### config.mk
export PLATFORM = sky130hd
export DESIGN_NAME = fft_stage_ctrl
export DESIGN_NICKNAME = d
export VERILOG_FILES = /design/src/rtl/fft_stage_ctrl.sv
export SDC_FILE = /design/constraint.sdc
export NUM_CORES = 1
export LEC_CHECK = 0
export BUFFER_PORTS_ARGS = -buffer_cell sky130_fd_sc_hd__buf_2
export CORE_AREA = 4 4 41 43
export DETAILED_ROUTE_END_ITERATION = 12
export DIE_AREA = 0 0 45 47
export GPL_ROUTABILITY_DRIVEN = 0
export GPL_TIMING_DRIVEN = 0
export PLACE_DENSITY = 0.66
export REMOVE_ABC_BUFFERS = 1
export SYNTH_ARGS = -nofsm -noshare
export SYNTH_HDL_FRONTEND = slang
export SYNTH_SLANG_ARGS = --single-unit
### constraint.sdc
create_clock -name clk -period 1.4 [get_ports clk]
set_input_delay 0.21 -clock clk [delete_from_list [all_inputs] [get_ports clk]]
set_output_delay 0.21 -clock clk [all_outputs]
set_load 0.005 [all_outputs]
### src/rtl/fft_stage_ctrl.sv
// Sequencer for the 64-point radix-2 FFT stage memory: one input load, STAGES
// butterfly writes with STAGE_LAT settle cycles each, then a held result handshake.
module fft_stage_ctrl #(
  parameter int STAGES    = 6,
  parameter int STAGE_LAT = 2,
  localparam int SW = (STAGES > 1) ? $clog2(STAGES) : 1,
  localparam int CW = (STAGE_LAT > 1) ? $clog2(STAGE_LAT) : 1
) (
  input  logic          clk,
  input  logic          rst,
  input  logic          start,
  input  logic          result_ack,
  output logic          write_en,
  output logic          src_sel,
  output logic [SW-1:0] stage,
  output logic          busy,
  output logic          result_valid,
  output logic          overrun
);

  typedef enum logic [2:0] {
    S_IDLE,
    S_LOAD,
    S_SETTLE,
    S_WRITE,
    S_HOLD
  } state_t;

  localparam logic [SW-1:0] LAST_STAGE = SW'(STAGES - 1);
  localparam logic [CW-1:0] LAST_CNT   = CW'(STAGE_LAT - 1);

  state_t        r_state;
  logic [CW-1:0] r_cnt;
  logic [SW-1:0] r_stage;
  logic          r_write_en;
  logic          r_src_sel;
  logic          r_busy;
  logic          r_result_valid;
  logic          r_overrun;

  state_t        w_next;
  logic [CW-1:0] w_cnt_next;
  logic [SW-1:0] w_stage_next;
  logic          w_ovr_set;

  always_comb begin
    // NOTE: every combinational output gets a default first so no path leaves it unassigned (no latches).
    w_next       = r_state;
    w_cnt_next   = r_cnt;
    w_stage_next = r_stage;
    w_ovr_set    = 1'b0;
    unique case (r_state)
      S_IDLE: begin
        if (start) begin
          w_next       = S_LOAD;
          w_stage_next = '0;
        end
      end
      S_LOAD: begin
        w_ovr_set    = start;
        w_next       = S_SETTLE;
        w_cnt_next   = '0;
        w_stage_next = '0;
      end
      S_SETTLE: begin
        w_ovr_set = start;
        if (r_cnt == LAST_CNT) begin
          w_next = S_WRITE;
        end else begin
          w_cnt_next = r_cnt + CW'(1);
        end
      end
      S_WRITE: begin
        w_ovr_set = start;
        if (r_stage == LAST_STAGE) begin
          w_next = S_HOLD;
        end else begin
          w_next       = S_SETTLE;
          w_stage_next = r_stage + SW'(1);
          w_cnt_next   = '0;
        end
      end
      S_HOLD: begin
        if (result_ack) begin
          // Ack together with start re-launches without passing through IDLE.
          if (start) begin
            w_next       = S_LOAD;
            w_stage_next = '0;
          end else begin
            w_next = S_IDLE;
          end
        end else begin
          w_ovr_set = start;
        end
      end
      default: w_next = S_IDLE;
    endcase
  end

  // NOTE: outputs are registered from the next state, so they line up with r_state
  // and write_en comes straight off a flop with no decode glitches.
  always_ff @(posedge clk) begin
    if (rst) begin
      // NOTE: state and outputs use non-blocking assignments so all flops update together.
      r_state        <= S_IDLE;
      r_cnt          <= '0;
      r_stage        <= '0;
      r_write_en     <= 1'b0;
      r_src_sel      <= 1'b0;
      r_busy         <= 1'b0;
      r_result_valid <= 1'b0;
      r_overrun      <= 1'b0;
    end else begin
      r_state        <= w_next;
      r_cnt          <= w_cnt_next;
      r_stage        <= w_stage_next;
      r_write_en     <= (w_next == S_LOAD) || (w_next == S_WRITE);
      r_src_sel      <= (w_next == S_SETTLE) || (w_next == S_WRITE);
      r_busy         <= (w_next == S_LOAD) || (w_next == S_SETTLE) || (w_next == S_WRITE);
      r_result_valid <= (w_next == S_HOLD);
      r_overrun      <= r_overrun | w_ovr_set;
    end
  end

  assign write_en     = r_write_en;
  assign src_sel      = r_src_sel;
  assign stage        = r_stage;
  assign busy         = r_busy;
  assign result_valid = r_result_valid;
  assign overrun      = r_overrun;

endmodule

==> metrics.json <==
{
  "site_rows": {"value": 13},
  "ios": {"value": 12},
  "cts_tree": {"value": "built"},
  "areaGrowthSynthToFinish": {"value": 16.81, "unit": "%"},
  "cts.path.max_buffers": {"value": 2},
  "cts.sink_count": {"value": 12},
  "fp.dieW": {"value": 45, "unit": "um"},
  "insertion_delay": {"value": 0.27, "unit": "ns"},
  "drc_errors": {"value": 0},
  "routedWlPerCell": {"value": 11.89, "unit": "um"},
  "worstPathMaxFanout": {"value": 4},
  "regToRegStartpoint": {"value": "stage[1]"},
  "cts_htree_levels": {"value": 1},
  "placeableCoreArea": {"value": 1301, "unit": "um2"},
  "cts.clk_slew.worst_paths": {"value": 0.07, "unit": "ns"},
  "transition_time_of_the_tightest_slew_check_pin": {"value": 0.2865, "unit": "ns"},
  "grt_pass1_wl": {"value": 1.559, "unit": "mm"},
  "status": {"value": "finished, final reports clean"},
  "min_period_over_period": {"value": 93.36, "unit": "%"},
  "tightest_hold_check_type": {"value": "primary input to flip-flop"},
  "unrepaired_setup_endpoints_after_global_routing": {"value": "no"},
  "via_count_of_the_first_global_routing_pass": {"value": 398},
  "critical_path.n_buffers_inverters": {"value": 1},
  "detail_route.iter0.violations": {"value": 1},
  "post-route-worst-setup-slack": {"value": 0.09293, "unit": "ns"},
  "worst_setup_path_end_kind": {"value": "flip-flop"},
  "synth.lib_cells_used.distinct": {"value": 27},
  "tot_gr_track_use": {"value": 10.65, "unit": "%"},
  "finalClockSkew": {"value": 0.003130, "unit": "ns"},
  "synth_top_area_share": {"value": 42.48, "unit": "%"},
  "die_h": {"value": 47, "unit": "um"},
  "grt_start_max_net_pins": {"value": 12},
  "synth_area": {"value": 565.5, "unit": "um2"},
  "antenna_violations_before_repair": {"value": 0},
  "p_leak": {"value": 0.2896, "unit": "nW"},
  "diodes": {"value": 0},
  "effective_utilization_at_floorplan": {"value": 43.46, "unit": "%"},
  "preCtsSetupSlack": {"value": 0.02226, "unit": "ns"},
  "timing_hold_violations_final": {"value": 0},
  "max_freq": {"value": 765.1, "unit": "MHz"},
  "synth_ff_type": {"value": "dfxtp_1"},
  "worstSetupStartpointType": {"value": "flip-flop"},
  "most-common-layout-cells": {"value": "11 x buf_2, 9 x dfxtp_1, 4 x nor2_1"},
  "cp-startpoint": {"value": "stage[1]"},
  "clk_root_buffer_cell": {"value": "clkbuf_4"},
  "synth_async_sr_flop_share": {"value": 0, "unit": "%"},
  "critPathKind": {"value": "flip-flop to flip-flop"},
  "crit_arrival": {"value": 1.47, "unit": "ns"},
  "timing.critical_path.max_delay_family": {"value": "compound AO/OA/AOI/OAI gates"},
  "postRouteAntennaNets": {"value": 0},
  "critPathRequiredTime": {"value": 1.56, "unit": "ns"},
  "totalNegativeSetupSlack": {"value": 0, "unit": "ns"},
  "wirelength": {"value": 951, "unit": "um"},
  "min_from": {"value": "start"},
  "residual_overflow_from_global_routing": {"value": 0},
  "synth_area_leader_cell": {"value": "dfxtp_1"},
  "synthesis.area_per_instance": {"value": 10.67, "unit": "um2"},
  "synth_edf_count": {"value": 0},
  "via_count": {"value": 424},
  "routedLengthMet1": {"value": 412, "unit": "um"},
  "max-slew-margin-rel": {"value": 80.82, "unit": "%"},
  "post_synth_inst_count": {"value": 53},
  "crit_path_top_delay_cell": {"value": "dfxtp_2"},
  "vdd_ir_max": {"value": 951.6, "unit": "uV"},
  "yosys_register_bits": {"value": 12},
  "critical_path.max_stage_delay": {"value": 0.35, "unit": "ns"},
  "detailedRoute.firstPassIterationCount": {"value": 2},
  "nNetsFinal": {"value": 72},
  "setup_viol": {"value": 0},
  "die-area": {"value": 2115, "unit": "um2"},
  "drive_gt1_share": {"value": 38.46, "unit": "%"},
  "number_of_cts_inserted_buffers": {"value": 3},
  "post-route-min-period": {"value": 1.307, "unit": "ns"},
  "report.final.slew_viol_count": {"value": 0},
  "detailed_place_hpwl": {"value": 682, "unit": "um"},
  "post_synth_main_area_contributors": {"value": "dfxtp_1 42%, ha_1 4.4%, nor4b_4 4.2%"},
  "timing.max_cap.violations": {"value": 0},
  "list_of_cells_traversed_by_the_critical_path": {"value": "inv_1, ha_1, and3_4, a21oi_4, a21oi_2, a21o_1"},
  "highest_layer": {"value": "met4"},
  "met2RoutedLength": {"value": 450, "unit": "um"},
  "yosys_warnings": {"value": 0},
  "met3_wire_length": {"value": 78, "unit": "um"},
  "io_buffers": {"value": 11},
  "mostFrequentLayoutCell": {"value": "buf_2"},
  "total_power_divided_by_cell_area": {"value": 1124, "unit": "nW/um2"},
  "seq_area_frac_synth": {"value": 42.48, "unit": "%"},
  "vias_per_cell": {"value": 5.300},
  "holdBufCountCts": {"value": 0},
  "cts_setup_buffers": {"value": 0}
}
==> synthesized netlist by cell type (all sizes together), types with 2 or more instances <==
cell type	instances
nand2b	4
o21bai	3
nor3b	2
ha	2
a21o	2
a21oi	5
inv	2
buf	2
a211oi	2
nor2	4
dfxtp	12
==> cells by family (layout without fill, tap and decap cells) <==
kind of cell	Yosys count	after routing	share of synthesized area (%)
and+or+nand+nor	18	18	26.77
AOI/OAI and AO/OA	15	15	18.58
DFF	12	12	42.48
buffers and inverters	5	17	5.973
adders and majority gates	2	2	4.424
muxes	1	1	1.770
==> cell type report <==
type | instances | area, um2
Inverter | 2 | 7.507
Multi-Input combinational cell | 36 | 299.0
Sequential cell | 12 | 244.0
Fill cell | 141 | 640.6
Tap cell | 15 | 18.77
Clock buffer | 4 | 36.28
Timing Repair Buffer | 11 | 55.05
==> state kept, by name (all words and copies together), names as in the netlist <==
name and cells:
busy 1, overrun 1, write_en 1, src_sel 1
r_cnt 1, stage 3, r_state 3, result_valid 1
==> metal layers <==
layer,vias up,GRT usage (%)
met1,203,9.491
met3,2,7.280
met4,0,3.509
met5,-,0
met2,11,19.21
li1,208,-
==> worst paths after layout <==
check | endpoint | slack, ns | cells past startpoint
max | stage[2] | 0.09 | 6
min | overrun | 0.24 | 3
max reg2reg | stage[2] | 0.09 | 6
min reg2reg | overrun | 0.47 | 2
==> where the power goes <==
group / switching (mW) / internal (mW)
clock: 0.107 / 0.158
combinational: 0.0420 / 0.0487
sequential: 0.0228 / 0.364
==> timing repair <==
action / CTS / global route
setup endpoints to repair: 1 / 4
resized for setup: 1 / 3
pin swaps: 0 / 1
==> worst register-to-register path, stage by stage (launching register included) <==
cell and delay [ns]:
dfxtp_2 0.35, inv_1 0.04, ha_1 0.18, and3_4 0.20, a21oi_4 0.15, a21oi_2 0.10, a21o_1 0.18
==> per-stage QoR <==
step	instance area [um2]	hold WS (ns)	utilization [%]	power, mW	cells
2_1_floorplan	539.3	0.2791	-	0.4478	50
6_report	660.6	0.2433	50.77	0.7423	80
5_1_grt	660.6	0.2574	50.77	0.7878	80
3_3_place_gp	613.1	0.4533	47.12	0.4808	76
4_1_cts	656.9	0.2395	50.48	0.7524	80
3_5_place_dp	613.1	0.4577	47.12	0.4824	76
(Power assumes the default switching activity.)
